===== config.mk =====
export PLATFORM = sky130hd
export DESIGN_NAME = pipe_seq
export DESIGN_NICKNAME = d
export VERILOG_FILES = /design/src/rtl/pipe_seq_pkg.sv /design/src/rtl/pipe_seq_hazard.sv /design/src/rtl/pipe_seq.sv
export SDC_FILE = /design/constraint.sdc
export NUM_CORES = 1
export LEC_CHECK = 0
export CAP_MARGIN = 10
export CORE_ASPECT_RATIO = 1.4
export CORE_UTILIZATION = 55
export DETAILED_ROUTE_END_ITERATION = 10
export DONT_BUFFER_PORTS = 1
export PLACE_DENSITY = 0.79
export SLEW_MARGIN = 20
export SYNTH_ARGS = -nofsm -noshare
export SYNTH_HDL_FRONTEND = slang
export SYNTH_SLANG_ARGS = --single-unit
export TNS_END_PERCENT = 50

===== constraint.sdc =====
create_clock -name clk_PS -period 1.5 [get_ports clk_PS]
set_input_delay 0.225 -clock clk_PS [delete_from_list [all_inputs] [get_ports clk_PS]]
set_output_delay 0.225 -clock clk_PS [all_outputs]
set_load 0.02 [all_outputs]

===== src/rtl/pipe_seq_pkg.sv =====
// Shared types and constants for the pipeline sequencer.
package pipe_seq_pkg;

  typedef enum logic [2:0] {
    StIdle,
    StLoad,
    StRun,
    StDrain,
    StHalted
  } ps_state_e;

  localparam logic [5:0]  OP_RTYPE        = 6'h00;
  localparam logic [5:0]  HALT_OP_DEFAULT = 6'h3F;
  localparam logic [31:0] NOP_INSTR       = 32'h0000_0000;

  // Only R-type instructions with a non-zero destination update the register bank.
  function automatic logic writes_reg(logic [5:0] op, logic [4:0] rd);
    return (op == OP_RTYPE) && (rd != 5'd0);
  endfunction

endpackage


===== src/rtl/pipe_seq_hazard.sv =====
// Read-after-write comparator: decode sources against the destination held in EX.
module pipe_seq_hazard (
  input  logic       v_de,
  input  logic       v_ex,
  input  logic       wr_ex,
  input  logic [4:0] rs,
  input  logic [4:0] rt,
  input  logic [4:0] rd_ex,
  output logic       hazard
);

  assign hazard = v_de & v_ex & wr_ex & (rd_ex != 5'd0) & ((rs == rd_ex) | (rt == rd_ex));

endmodule


===== src/rtl/pipe_seq.sv =====
// Boot/run/drain/halt sequencer for the PC -> BF0 -> BF1 -> BF2 datapath.
// Define PS_HAZARD_EN to enable read-after-write stall insertion.
module pipe_seq
  import pipe_seq_pkg::*;
#(
  parameter logic [5:0]  HALT_OP = HALT_OP_DEFAULT,
  parameter int unsigned CNT_W   = 16
) (
  input  logic             clk_PS,
  input  logic             rst_n_PS,
  input  logic             start_PS,
  input  logic             abort_PS,
  input  logic [5:0]       op_PS,
  input  logic [4:0]       rs_PS,
  input  logic [4:0]       rt_PS,
  input  logic [4:0]       rd_PS,
  output logic             pcLoad_PS,
  output logic             pcEn_PS,
  output logic             bf0En_PS,
  output logic             bf1En_PS,
  output logic             bf1Bubble_PS,
  output logic             bf2En_PS,
  output logic             regWriteFlag_PS,
  output logic             busy_PS,
  output logic             halted_PS,
  output logic [CNT_W-1:0] retired_PS
);

  localparam logic [CNT_W-1:0] CntOne = {{(CNT_W-1){1'b0}}, 1'b1};

  ps_state_e        state_q, state_d;
  logic             v_de_q, v_de_d;
  logic             v_ex_q, v_ex_d;
  logic             v_wb_q, v_wb_d;
  logic             wr_ex_q, wr_ex_d;
  logic [4:0]       rd_ex_q, rd_ex_d;
  logic [CNT_W-1:0] retired_q, retired_d;

  logic hazard;
  logic halt_dec;

`ifdef PS_HAZARD_EN
  pipe_seq_hazard u_hazard (
    .v_de   (v_de_q),
    .v_ex   (v_ex_q),
    .wr_ex  (wr_ex_q),
    .rs     (rs_PS),
    .rt     (rt_PS),
    .rd_ex  (rd_ex_q),
    .hazard (hazard)
  );
`else
  logic unused_hazard_inputs;
  assign hazard               = 1'b0;
  assign unused_hazard_inputs = ^{rs_PS, rt_PS, rd_ex_q};
`endif

  assign halt_dec = (state_q == StRun) & v_de_q & (op_PS == HALT_OP);

  // State register
  always_ff @(posedge clk_PS or negedge rst_n_PS) begin
    if (!rst_n_PS) begin
      state_q <= StIdle;
    end else begin
      state_q <= state_d;
    end
  end

  // Next-state logic; abort overrides everything
  always_comb begin
    state_d = state_q;
    if (abort_PS) begin
      state_d = StIdle;
    end else begin
      unique case (state_q)
        StIdle:   if (start_PS) state_d = StLoad;
        StLoad:   state_d = StRun;
        StRun:    if (halt_dec) state_d = StDrain;
        StDrain:  if (!v_ex_q && !v_wb_q) state_d = StHalted;
        StHalted: if (start_PS) state_d = StLoad;
        default:  state_d = StIdle;
      endcase
    end
  end

  // Outputs depend only on state and pipeline valids
  always_comb begin
    pcLoad_PS    = 1'b0;
    pcEn_PS      = 1'b0;
    bf0En_PS     = 1'b0;
    bf1En_PS     = 1'b0;
    bf1Bubble_PS = 1'b0;
    bf2En_PS     = 1'b0;
    unique case (state_q)
      StLoad: begin
        pcLoad_PS = 1'b1;
        pcEn_PS   = 1'b1;
      end
      StRun: begin
        bf1En_PS = 1'b1;
        bf2En_PS = 1'b1;
        if (halt_dec || hazard) begin
          bf1Bubble_PS = 1'b1;
        end else begin
          pcEn_PS  = 1'b1;
          bf0En_PS = 1'b1;
        end
      end
      StDrain: begin
        bf1En_PS     = 1'b1;
        bf1Bubble_PS = 1'b1;
        bf2En_PS     = 1'b1;
      end
      default: ;
    endcase
    regWriteFlag_PS = v_ex_q & wr_ex_q & ((state_q == StRun) | (state_q == StDrain));
    busy_PS         = (state_q == StLoad) | (state_q == StRun) | (state_q == StDrain);
    halted_PS       = (state_q == StHalted);
  end

  assign retired_PS = retired_q;

  // Pipeline tracking; a bubble is simply a slot whose valid bit is clear
  always_comb begin
    v_de_d    = v_de_q;
    v_ex_d    = v_ex_q;
    v_wb_d    = v_wb_q;
    wr_ex_d   = wr_ex_q;
    rd_ex_d   = rd_ex_q;
    retired_d = retired_q;

    if (v_wb_q && (retired_q != {CNT_W{1'b1}})) begin
      retired_d = retired_q + CntOne;
    end

    if (abort_PS) begin
      v_de_d  = 1'b0;
      v_ex_d  = 1'b0;
      v_wb_d  = 1'b0;
      wr_ex_d = 1'b0;
    end else begin
      unique case (state_q)
        StLoad: begin
          v_de_d    = 1'b0;
          v_ex_d    = 1'b0;
          v_wb_d    = 1'b0;
          wr_ex_d   = 1'b0;
          retired_d = '0;
        end
        StRun: begin
          v_wb_d = v_ex_q;
          if (halt_dec || hazard) begin
            v_de_d  = ~halt_dec & v_de_q;
            v_ex_d  = 1'b0;
            wr_ex_d = 1'b0;
          end else begin
            v_de_d  = 1'b1;
            v_ex_d  = v_de_q;
            wr_ex_d = v_de_q & writes_reg(op_PS, rd_PS);
            rd_ex_d = rd_PS;
          end
        end
        StDrain: begin
          v_ex_d  = 1'b0;
          wr_ex_d = 1'b0;
          v_wb_d  = v_ex_q;
        end
        default: ;
      endcase
    end
  end

  always_ff @(posedge clk_PS or negedge rst_n_PS) begin
    if (!rst_n_PS) begin
      v_de_q    <= 1'b0;
      v_ex_q    <= 1'b0;
      v_wb_q    <= 1'b0;
      wr_ex_q   <= 1'b0;
      rd_ex_q   <= 5'd0;
      retired_q <= '0;
    end else begin
      v_de_q    <= v_de_d;
      v_ex_q    <= v_ex_d;
      v_wb_q    <= v_wb_d;
      wr_ex_q   <= wr_ex_d;
      rd_ex_q   <= rd_ex_d;
      retired_q <= retired_d;
    end
  end

endmodule


; ---- After elaboration in Yosys (flattened, before gate mapping)
; Cells that the tools add are included.
[op_classes]
n_eq_ne = 9
addsub = 1
n_reduce_logical = 15
muxes = 26
n_bitwise = 10
[op_table]
columns = cell, count
row1 = $mux 16, 3
row2 = $add 16x1->16 const B, 1
row3 = $ne 16x16->1 const B, 1
row4 = $mux 1, 12
row5 = $mux 3, 4
row6 = $pmux 1 s2, 6
row7 = $pmux 3 s4, 1
row8 = $reduce_bool 3->1, 3
row9 = $and 1x1->1, 6
row10 = $eq 3x2->1 const B, 2
row11 = $eq 6x6->1 const B, 1
row12 = $logic_not 6->1, 1
row13 = $ne 3x3->1 const B, 2
row14 = $reduce_or 2->1, 3
row15 = $reduce_bool 5->1, 1
row16 = $eq 3x1->1 const B, 1
row17 = $eq 3x3->1 const B, 1
row18 = $logic_and 1x1->1, 3
row19 = $logic_not 3->1, 1
row20 = $ne 3x1->1 const B, 1
row21 = $or 1x1->1, 3
row22 = $reduce_and 3->1, 1
row23 = $logic_not 1->1, 2
row24 = $not 1->1, 1
[totals]
reg_bits = 23
input_bits = 25
output_inout_bits = 25
elab_cells = 67

; ---- Depth between registers and ports, before layout
[depth]
word_depth = 8
ltp_mapped = 6
depth_no_buf = 6

; ---- Worst setup path after synthesis
; No wires, ideal clock.
[synth_timing]
path_kind = reg2reg
from = reg retired_q[0] (netlist: retired_PS[0])
to = reg retired_q[10] (netlist: retired_PS[10])
path_stages_with_launch = 6
required_time_ns = 1.423
setup_slack_ns = -0.154
n_path_buf = 0
synth_period_minus_slack_ns = 1.654
t_arrival_ns = 1.577
setup_time_ns = 0.077
path_cell_list = dfrtp_1 ha_1 and4_1 nand4_1 or3_1 a21oi_1
[synth_via]
elab_chain_cells = 5
elab_cells_between_ends = 6
cone_classes = 1 x add/sub / 1 x eq/ne / 3 x mux / 1 x reduce/logical
[synth_rtl]
columns = element, line_no
row1 = from (decl), pipe_seq.sv:37  ; logic [CNT_W-1:0] retired_q, retired_d;
row2 = from (signal assigned), pipe_seq.sv:187  ; retired_q <= retired_d;
row3 = branches (longest 2 deep; another with $add 16x1->16), n/a
row4 = $mux 16 (*), pipe_seq.sv:132  ; if (v_wb_q && (retired_q != {CNT_W{1'b1}})) begin
row5 = $mux 16, pipe_seq.sv:142  ; unique case (state_q)
row6 = $mux 16 (*), pipe_seq.sv:136  ; if (abort_PS) begin
row7 = via retired_d[10], pipe_seq.sv:37
; Mark *: on every way through the listed nets, which the timed path passes.
; A chain may end at the register's enable or synchronous reset.

; ---- Final worst setup path
[layout_timing]
from = reg v_de_q
to = out pcEn_PS
[layout_via]
elab_chain_cells = 4
[layout_rtl]
columns = element, line_no
row1 = from (decl), pipe_seq.sv:32  ; logic v_de_q, v_de_d;
row2 = from (signal assigned), pipe_seq.sv:182  ; v_de_q <= v_de_d;
row3 = $and 1x1->1 (2 in series), pipe_seq.sv:58  ; assign halt_dec = (state_q == StRun) & v_de_q & (op_PS == HALT_OP);
row4 = $mux 1, pipe_seq.sv:102  ; if (halt_dec || hazard) begin
row5 = $pmux 1 s2, pipe_seq.sv:94  ; unique case (state_q)
row6 = to (decl), pipe_seq.sv:18  ; output logic pcEn_PS,
; Every way passes these cells.

==> key figures <==
Yosys
  • Mean Syn Cell Area: 8.74 um^2
  • Sequential area share after synthesis: 43.3%
  • Synth cell types: 34
  • Cell area after technology mapping: 1330 um^2
  • Mapped Nets: 178
  • YS warnings: 0
  • Post-Synthesis Cells: 152
  • Number of synthesized register bits: 23

CTS
  • CTS Buf Count: 3
  • Worst-Skew Late Latency: 0.32 ns
  • Register clock-pin slew on the reported worst setup and hold paths: 0.13 ns
  • Clock sink count: 23
  • H-tree Lvls: 1
  • Clk root buf: clkbuf_4
  • TritonCTS clock tree: yes
  • Clock Tree Buf Depth: 2

Global routing
  • Largest net degree at the start of global routing: 24
  • Initial antenna violation count: 0
  • Grt ovf: 0
  • Tot GR Track Use: 32.8%
  • Vias in the first global route: 1440
  • First-pass GRT wire length: 6.32 mm

Worst setup path
  • Critical Path RT: 1.27 ns
  • CP Max Fanout: 3
  • Worst EP arrival: 1.65 ns
  • CP Launch Type: register
  • Worst path slowest cell: dfrtp_1
  • Crit Path Class: register to output pin
  • Crit end category: output pin
  • Crit-path cells: and3_1, and2_4, or3_4, o21ai_2, buf_6
  • Largest stage delay, worst path: 0.42 ns
  • Flop-to-flop setup slack: -0.13 ns
  • Worst Path Buf+Inv: 1
  • Largest delay share family, worst path: simple AND/OR/NAND/NOR gates

Detailed routing
  • Via count: 1605
  • DRC violations left: 6
  • Total wire length: 4.90 mm
  • Iteration-0 DRC Markers: 104
  • Final ANT Viol Nets: 0
  • Wire per inst: 22.1 um
  • Drt first pass iters: 10
  • Via density per instance: 7.23

Timing
  • Max Slew Vio Count: 0
  • Slew headroom: 65.1%
  • Hold Vio Cnt, Final: 0
  • Crit share post-route: 125%
  • Worst Tran Pin Value: 0.523 ns
  • Worst-case clock skew: 0.00367 ns
  • Final Critical Period: 1.87 ns
  • Fmax: 534 MHz
  • RSZ-0062 raised after global routing: true
  • Final setup viols: 27
  • Setup ws final: -0.374 ns

Die
  • Starting Density: 59.7%
  • Rows: 20
  • Die Wd: 43.5 um
  • Core area: 2230 um^2
  • Die Area: 2620 um^2
  • Die height: 60.2 um
  • Ports: 50

Run status
  • Run status: finished with violations
  • Failing checks: DRC, setup timing

Final layout
  • Fillers: 104
  • Layout cells sized above 1: 50.5%
  • Final Util: 89.0%
  • Final layout net count: 227
  • Area Overhead vs Synth: 49.2%
  • Antenna diode count: 0
  • Final cell count without fillers: 222

Pwr
  • Static Leak: 0.837 nW
  • Power per Cell Area: 718 nW/um^2
  • Worst VDD drop: 0.000633 V

Placement
  • Placer congestion estimate: 0.877
  • Dpl ws: -0.0868 ns
  • Buffers on Ports: 0
  • Placed Cells: 204
  • Hpwl dp: 2.75 mm

Flow run
  • Max Cap Violations: 0

Min path
  • HP Class: input pin to register
==> cell usage in the layout, fill, tap and decap left out, types with 3 or more instances in the layout <==
master,count
nand4_1,7
dfrtp_1,10
o21ai_0,7
or3_4,3
nand2_1,9
buf_4,37
dfrtp_2,13
nor2_1,7
a21oi_1,10
or3_1,6
or4_1,4
nor3_1,4
buf_6,10
a22oi_1,3
inv_1,3
nand2b_1,3
o31ai_1,3
a21oi_2,7
and3_1,3
clkbuf_4,3
o21ai_1,3
==> per-layer routing <==
metal  up-vias  GRT usage, %  routed length [um]
met4         0          15.6                 184
met5         -             0                   0
met2       131          62.7                2670
met3        28          4.53                 379
li1        675             -                   -
met1       771          34.0                1660
==> stage by stage <==
step	power, mW	hold WS, ns	area, um^2	setup TNS (ns)
after floorplan	0.869	-0.0706	1350	-0.0631
after global placement	0.973	-0.0701	1630	-0.0531
after detailed placement	0.986	-0.0702	1630	-0.380
after CTS	1.35	0.117	1800	-1.14
after global routing	1.47	0.111	1980	-3.41
final	1.42	0.116	1980	-2.19
==> logic make-up (layout without fill, tap and decap cells) <==
group | after synthesis | after routing | share of synthesized area (%)
adders and majority gates | 1 | 1 | 0.941
AOI/OAI and AO/OA | 45 | 45 | 20.3
buffers and inverters | 13 | 61 | 4.61
and+or+nand+nor | 69 | 69 | 30.1
xor gates and xnor gates | 1 | 1 | 0.659
DFF | 23 | 23 | 43.3
==> report_power, final <==
part | switching, mW | leakage (nW) | internal (mW) | total [mW]
Clock | 0.197 | 0.0150 | 0.104 | 0.301
Combinational | 0.244 | 0.525 | 0.182 | 0.426
Sequential | 0.0433 | 0.298 | 0.652 | 0.696
==> path summary, 6_finish.rpt <==
kind,to,startpoint,cells past startpoint
worst max-delay path,pcEn_PS,v_de_q,5
worst min-delay path,wr_ex_q,op_PS[0],3
min in group asynchronous,retired_PS[11],rst_n_PS,2
max in group asynchronous,retired_PS[1],rst_n_PS,2
worst max register to register,retired_PS[11],retired_PS[0],7
worst min register to register,wr_ex_q,wr_ex_q,2
==> cell usage after synthesis, drive strengths merged <==
master / n / area, um^2
a211oi: 2 / 15.0
a21oi: 17 / 85.1
a22oi: 3 / 22.5
a311oi: 2 / 17.5
a31oi: 1 / 6.26
and2: 3 / 18.8
and3: 5 / 31.3
and4: 3 / 26.3
buf: 5 / 30.0
clkbuf: 2 / 8.75
dfrtp: 23 / 576
ha: 1 / 12.5
inv: 6 / 22.5
nand2: 9 / 33.8
nand2b: 4 / 25.0
nand3: 3 / 15.0
nand3b: 1 / 7.51
nand4: 7 / 43.8
nor2: 9 / 33.8
nor2b: 1 / 6.26
nor3: 6 / 30.0
nor3b: 3 / 22.5
nor4: 1 / 12.5
o2111ai: 1 / 8.76
o211ai: 1 / 7.51
o21a: 1 / 7.51
o21ai: 11 / 55.1
o21bai: 1 / 7.51
o31ai: 5 / 37.5
or3: 9 / 56.3
or4: 5 / 37.5
xnor2: 1 / 8.76
==> what timing repair did <==
| action | CTS | global route |
|---|---|---|
| hold buffers | 2 | 1 |
| cloned | 0 | 1 |
| gates resized for setup | 24 | 37 |
| hold endpoints to repair | 30 | 23 |
| pin swaps | 11 | 8 |
| setup buffers | 4 | 6 |
| setup endpoints to repair | 23 | 26 |
==> tightest hold or removal path, delay by kind of cell <==
family	cells	cell delay [ns]
simple gates	1	0.03
compound gates	2	0.15
==> area by class of cell <==
cell class	instances	area (um^2)	area share (%)
clock buffers	4	26.3	1.33
inverters	6	27.5	1.39
multi-input cells	116	873	44.1
flip-flops and latches	23	592	29.9
well taps	22	27.5	1.39
repair buffers	51	435	22.0
==> registers in the layout, summed over array words and instances (netlist names) <==
name / flops
retired_PS: 16
v_de_q: 1
wr_ex_q: 1
v_wb_q: 1
state_q: 3
v_ex_q: 1
Note: power is estimated with default switching activity, not from simulation.
